$ cat src/rtl/aes_round_linear_if.sv
// Transfer bundle for the AES linear round stage: one state/key/mode in, one state out.
// master drives the request side, slave is the round datapath.
interface aes_round_linear_if;
   logic         in_valid;
   logic         inv;
   logic [1:0]   op;
   logic [127:0] state_in;
   logic [127:0] round_key;
   logic         out_valid;
   logic [127:0] state_out;

   modport master (
      output in_valid, inv, op, state_in, round_key,
      input  out_valid, state_out
   );

   modport slave (
      input  in_valid, inv, op, state_in, round_key,
      output out_valid, state_out
   );
endinterface

$ cat src/rtl/aes_round_linear.sv
// AES-128 linear round steps (ShiftRows/MixColumns/AddRoundKey and inverses).
// All transforms are combinational; the result is registered one cycle after acceptance.
module aes_round_linear (
   input  logic                clk,
   input  logic                rst,
   aes_round_linear_if.slave   bus
);

   typedef enum logic [1:0] {
      OP_FULL  = 2'b00,
      OP_FINAL = 2'b01,
      OP_KEY   = 2'b10,
      OP_PASS  = 2'b11
   } op_t;

   function automatic logic [7:0] xt(input logic [7:0] x);
      xt = {x[6:0], 1'b0} ^ (x[7] ? 8'h1b : 8'h00);
   endfunction

   function automatic logic [7:0] mul3(input logic [7:0] x);
      mul3 = xt(x) ^ x;
   endfunction

   // Inverse-matrix constants built from x*8, x*4, x*2 and x.
   function automatic logic [7:0] mul9(input logic [7:0] x);
      mul9 = xt(xt(xt(x))) ^ x;
   endfunction

   function automatic logic [7:0] mulb(input logic [7:0] x);
      mulb = xt(xt(xt(x))) ^ xt(x) ^ x;
   endfunction

   function automatic logic [7:0] muld(input logic [7:0] x);
      muld = xt(xt(xt(x))) ^ xt(xt(x)) ^ x;
   endfunction

   function automatic logic [7:0] mule(input logic [7:0] x);
      mule = xt(xt(xt(x))) ^ xt(xt(x)) ^ xt(x);
   endfunction

   logic [127:0] ark;
   logic [127:0] sr;
   logic [127:0] mc;
   logic [127:0] imc;
   logic [127:0] isr_mix;
   logic [127:0] isr_plain;
   logic [127:0] result;

   logic [127:0] state_q, state_d;
   logic         valid_q, valid_d;

   assign ark = bus.state_in ^ bus.round_key;

   // Byte k sits at bits [127-8k -: 8]; row = k%4, column = k/4.
   genvar gi;
   generate
      for (gi = 0; gi < 16; gi++) begin : g_shift
         localparam int ROW = gi % 4;
         localparam int COL = gi / 4;
         localparam int SRC_L = ROW + 4 * ((COL + ROW) % 4);
         localparam int SRC_R = ROW + 4 * ((COL - ROW + 4) % 4);
         assign sr[127-8*gi -: 8]        = bus.state_in[127-8*SRC_L -: 8];
         assign isr_mix[127-8*gi -: 8]   = imc[127-8*SRC_R -: 8];
         assign isr_plain[127-8*gi -: 8] = ark[127-8*SRC_R -: 8];
      end

      for (gi = 0; gi < 4; gi++) begin : g_mix
         logic [7:0] a0, a1, a2, a3;
         logic [7:0] d0, d1, d2, d3;
         assign a0 = sr[127-32*gi -: 8];
         assign a1 = sr[119-32*gi -: 8];
         assign a2 = sr[111-32*gi -: 8];
         assign a3 = sr[103-32*gi -: 8];
         assign mc[127-32*gi -: 8] = xt(a0) ^ mul3(a1) ^ a2 ^ a3;
         assign mc[119-32*gi -: 8] = a0 ^ xt(a1) ^ mul3(a2) ^ a3;
         assign mc[111-32*gi -: 8] = a0 ^ a1 ^ xt(a2) ^ mul3(a3);
         assign mc[103-32*gi -: 8] = mul3(a0) ^ a1 ^ a2 ^ xt(a3);

         // Decrypt mixes the key-added state before un-shifting.
         assign d0 = ark[127-32*gi -: 8];
         assign d1 = ark[119-32*gi -: 8];
         assign d2 = ark[111-32*gi -: 8];
         assign d3 = ark[103-32*gi -: 8];
         assign imc[127-32*gi -: 8] = mule(d0) ^ mulb(d1) ^ muld(d2) ^ mul9(d3);
         assign imc[119-32*gi -: 8] = mul9(d0) ^ mule(d1) ^ mulb(d2) ^ muld(d3);
         assign imc[111-32*gi -: 8] = muld(d0) ^ mul9(d1) ^ mule(d2) ^ mulb(d3);
         assign imc[103-32*gi -: 8] = mulb(d0) ^ muld(d1) ^ mul9(d2) ^ mule(d3);
      end
   endgenerate

   always_comb begin
      result = bus.state_in;
      case (op_t'(bus.op))
         OP_FULL:  result = bus.inv ? isr_mix : (mc ^ bus.round_key);
         OP_FINAL: result = bus.inv ? isr_plain : (sr ^ bus.round_key);
         OP_KEY:   result = ark;
         OP_PASS:  result = bus.state_in;
         default:  result = bus.state_in;
      endcase
   end

   always_comb begin
      valid_d = bus.in_valid;
      state_d = state_q;
      if (bus.in_valid) begin
         state_d = result;
      end
   end

   always_ff @(posedge clk or posedge rst) begin
      if (rst) begin
         state_q <= '0;
         valid_q <= 1'b0;
      end else begin
         state_q <= state_d;
         valid_q <= valid_d;
      end
   end

   assign bus.state_out = state_q;
   assign bus.out_valid = valid_q;

endmodule

$ cat src/flat_wrapper.sv
// flat-port wrapper written by rule: the top's interface ports become plain ports
module aes_round_linear_flat 
  (clk, rst, bus_in_valid, bus_inv, bus_op, bus_state_in, bus_round_key, bus_out_valid, bus_state_out);
  aes_round_linear_if bus_i ();
  input  logic clk;
  input  logic rst;
  input wire logic [$bits(bus_i.in_valid)-1:0] bus_in_valid;
  input wire logic [$bits(bus_i.inv)-1:0] bus_inv;
  input wire logic [$bits(bus_i.op)-1:0] bus_op;
  input wire logic [$bits(bus_i.state_in)-1:0] bus_state_in;
  input wire logic [$bits(bus_i.round_key)-1:0] bus_round_key;
  output wire logic [$bits(bus_i.out_valid)-1:0] bus_out_valid;
  output wire logic [$bits(bus_i.state_out)-1:0] bus_state_out;
  assign bus_i.in_valid = bus_in_valid;
  assign bus_i.inv = bus_inv;
  assign bus_i.op = bus_op;
  assign bus_i.state_in = bus_state_in;
  assign bus_i.round_key = bus_round_key;
  assign bus_out_valid = bus_i.out_valid;
  assign bus_state_out = bus_i.state_out;
  aes_round_linear u_core (.clk(clk), .rst(rst), .bus(bus_i));
endmodule
$ cat config.mk
export PLATFORM = sky130hd
export DESIGN_NAME = aes_round_linear_flat
export DESIGN_NICKNAME = d
export VERILOG_FILES = /design/src/rtl/aes_round_linear_if.sv /design/src/rtl/aes_round_linear.sv /design/src/flat_wrapper.sv
export SDC_FILE = /design/constraint.sdc
export NUM_CORES = 2
export LEC_CHECK = 0
export BUFFER_PORTS_ARGS = -buffer_cell sky130_fd_sc_hd__buf_2
export CORE_MARGIN = 1.5
export CORE_UTILIZATION = 40
export CTS_CLUSTER_DIAMETER = 150
export DETAILED_ROUTE_END_ITERATION = 12
export HOLD_SLACK_MARGIN = 0.15
export PLACE_DENSITY = 0.64
export SYNTH_ARGS = -nofsm -noshare
export SYNTH_HDL_FRONTEND = slang
export SYNTH_SLANG_ARGS = --single-unit
$ cat constraint.sdc
create_clock -name clk -period 5.77 [get_ports clk]
set_clock_uncertainty 0.15 [all_clocks]
set_input_delay 0.8655 -clock clk [delete_from_list [all_inputs] [get_ports clk]]
set_output_delay 0.8655 -clock clk [all_outputs]
set_load 0.01 [all_outputs]
==> results_dict.tcl <==
set metrics [dict create \
    status "complete, no violations" \
    start_util 0.4054 \
    root_buffer "clkbuf_16" \
    slew_headroom 0.04047 \
    max-cap-violations 0 \
    grtUsageTotal 0.4051 \
    numClockSinks 129 \
    grt_pass1_vias 24070 \
    drc 0 \
    hp-class "input pin to async pin" \
    grt_remaining_overflow 0 \
    synthDistinctLibCells 62 \
    final_area_um2 31140 \
    ys_seq_elements 129 \
    max_stage_delay_ns 0.90 \
    grt_max_degree 105 \
    worst_ep_required_time_ns 5.99 \
    ys_seq_area_frac 0.1159 \
    dpl_cell_area_um2 30520 \
    drt_iter0_markers 4175 \
    worst_skew_pair.late_latency_ns 0.51 \
    syn-num-nets 3420 \
    areaGrowthSynthToFinish_pct 11.80 \
    postRouteAntennaNets 0 \
    crit_slowest_cell "xnor2_1" \
    max-vdd-ir-drop_mv 0.1637 \
    cts_resized 0 \
    synth_top_area_frac 0.3053 \
    finalSetupViolCount 0 \
    worstSetupPathType "input pin to flop" \
    die_w_um 266.9 \
    grt_antenna_before_repair 26 \
    grt_pass1_wl_mm 198.6 \
    gp_congestion 1.063 \
    port_buffers 390 \
    use_met3 0.1033 \
    rsz0062_at_grt "no" \
    arrival_ns 4.11 \
    cts-buffers-inserted 17 \
    power.leakage_nw 12.99 \
    grt_use_met2 0.6062 \
    post-route-period-util 0.6750 \
    clkSlewWorstSetupHoldPaths_ns 0.07 \
    crit_buf_inv 1 \
    vias 26500 \
    yosys.area.top_type "xnor2_1" \
    fp.dieH_um 266.9 \
    yosys-top-cells-area "xnor2_1, xnor3_1, dfrtp_1" \
    drive_gt1_frac 0.1720 \
    dieArea_um2 71230 \
    hold_violations 0 \
    crit_chain "buf_2 -> xnor2_1 -> xnor3_1 -> xnor3_1 -> xnor2_1 -> a21oi_1 -> o211ai_1 -> o21ai_0" \
    synth_common_cells "xnor2_1, xor2_1, nor2_1, clkbuf_1, o21ai_0" \
    cp_top_family "XOR/XNOR gates" \
    core_area_um2 68710 \
    viasPerCell 6.132 \
    netlist_area_um2 27860 \
    ctsHtreeMaxLevel 4 \
    syn_avg_cell_area_um2 8.821 \
    place_ws_ns 1.487 \
    post_drt_wl_per_cell_um 33.93 \
    worst_slew_pin_slew_ns 1.424 \
    hold_buffers 0 \
    r2r_slack_ns 4.64 \
    use_met1 0.5216 \
    slew_viol_final 0 \
    final.min_clock_period_ns 3.895 \
    n_fill_cell 6896 \
    rows 96 \
    io_pins 391 \
    post-cts-setup-buffer-count 0 \
    wl_mm 146.6 \
    synth-edff-count 0 \
    busiest_layer "met2" \
    finalWorstSetupSlack_ns 1.875 \
    firstDrtPassIters 6 \
    syn_inst 3158 \
    total_power_mw 12.05 \
    crit_fanout 8 \
    ys_warn_count 0 \
    start_kind "input pin" \
    synthArstFlopShare 1.000 \
    cts_tree "yes" \
    ctsLongestPathBuffers 2 \
    dominantRegCellSynth "dfrtp_1" \
    fin_nets 3626 \
    cp-end-kind "flop" \
    power_density_nw_per_um2 387.0 \
    fmax_ghz 0.2568 \
    yosysMostFrequentCell "xnor2_1" \
    tns_ns 0 \
    dp.final_hpwl_mm 113.7 \
]
## layout make-up
cell class,instances,area [µm²],area share
multi-input combinational,2711,23350,0.7498
inverter,31,125.1,0.004018
sequential,129,3228,0.1037
clock inverter,10,100.1,0.003214
timing repair buffer,474,2648,0.08501
antenna,13,32.53,0.001045
tap,931,1165,0.03740
clock buffer,22,494.2,0.01587
## layout by cell type, fill, tap and decap left out, drive strengths merged, types with 4 or more instances in the layout
master | synthesis | routed
xnor3 | 173 | 173
a221oi | 41 | 41
xnor2 | 1014 | 1014
or3 | 8 | 8
a32o | 7 | 7
a31oi | 12 | 12
clkbuf | 202 | 23
clkinvlp | 0 | 4
o2bb2ai | 19 | 19
a221o | 14 | 14
and2 | 4 | 4
o211ai | 39 | 39
o31ai | 11 | 11
buf | 85 | 473
xor3 | 25 | 25
nor2 | 214 | 214
diode | 0 | 13
a22oi | 24 | 24
dfrtp | 129 | 129
a22o | 14 | 14
xor2 | 301 | 301
o21ai | 178 | 178
mux2 | 13 | 13
clkinv | 0 | 6
o22a | 9 | 9
a211o | 9 | 9
nand3 | 92 | 92
nand2 | 131 | 131
o2111ai | 11 | 11
o211a | 4 | 4
and3 | 15 | 15
a21oi | 166 | 166
mux2i | 43 | 43
nor3 | 7 | 7
a211oi | 87 | 87
inv | 31 | 30
## sequential cells by signal (all words and copies together) (netlist names)
| name | count |
|---|---|
| u_core.bus.out_valid | 1 |
| u_core.bus.state_out | 128 |
## layer usage
layer	wire length, µm	up-vias
li1	-	11120
met1	55780	12910
met2	62750	1984
met3	17160	466
met4	10800	18
met5	111	-
## path summary, 6_finish.rpt
path,cells after the start,from,end
setup / recovery,8,bus_state_in[99],u_core.bus.state_out[86]
hold / removal,2,rst,u_core.bus.state_out[59]
setup reg to reg,3,u_core.bus.state_out[43],u_core.bus.state_out[43]
hold reg to reg,2,u_core.bus.state_out[82],u_core.bus.state_out[82]
max in group asynchronous,3,rst,u_core.bus.state_out[125]
min in group clk,2,u_core.bus.state_out[82],u_core.bus.state_out[82]
## logic make-up (layout without fill, tap and decap cells)
family                   after synthesis  in the layout  synth area share
XOR/XNOR                            1513           1513            0.5902
AO/OA/AOI/OAI                        660            660            0.1539
AND/OR/NAND/NOR                      481            481           0.07272
buffers and inverters                318            537           0.04618
flip-flops                           129            129            0.1159
multiplexers                          56             56           0.02071
adder cells (fa/ha/maj)                1              1         0.0003594
other                                  0             13                 0
## worst register-to-register path: stages, from the launching register on
cell     delay (ns)
dfrtp_1        0.46
nor2b_1        0.18
a31oi_1        0.17
a21oi_1        0.05
## report_power, final
group | switching (mW) | total [mW] | leakage [nW] | internal, mW
clock | 0.586 | 1.24 | 0.281 | 0.653
combinational | 5.18 | 9.49 | 11.2 | 4.31
sequential | 0.213 | 1.33 | 1.51 | 1.11
## per-stage QoR
stage          std cells  utilization  hold slack, ns
4_1_cts             4308       0.4528          0.2463
6_report            4321       0.4533          0.2281
3_3_place_gp        4276       0.4442          0.3159
3_5_place_dp        4276       0.4442          0.3225
5_1_grt             4314       0.4530          0.2622
2_1_floorplan       3158            -          0.3668
No activity file was read; power rests on OpenSTA's default activity.
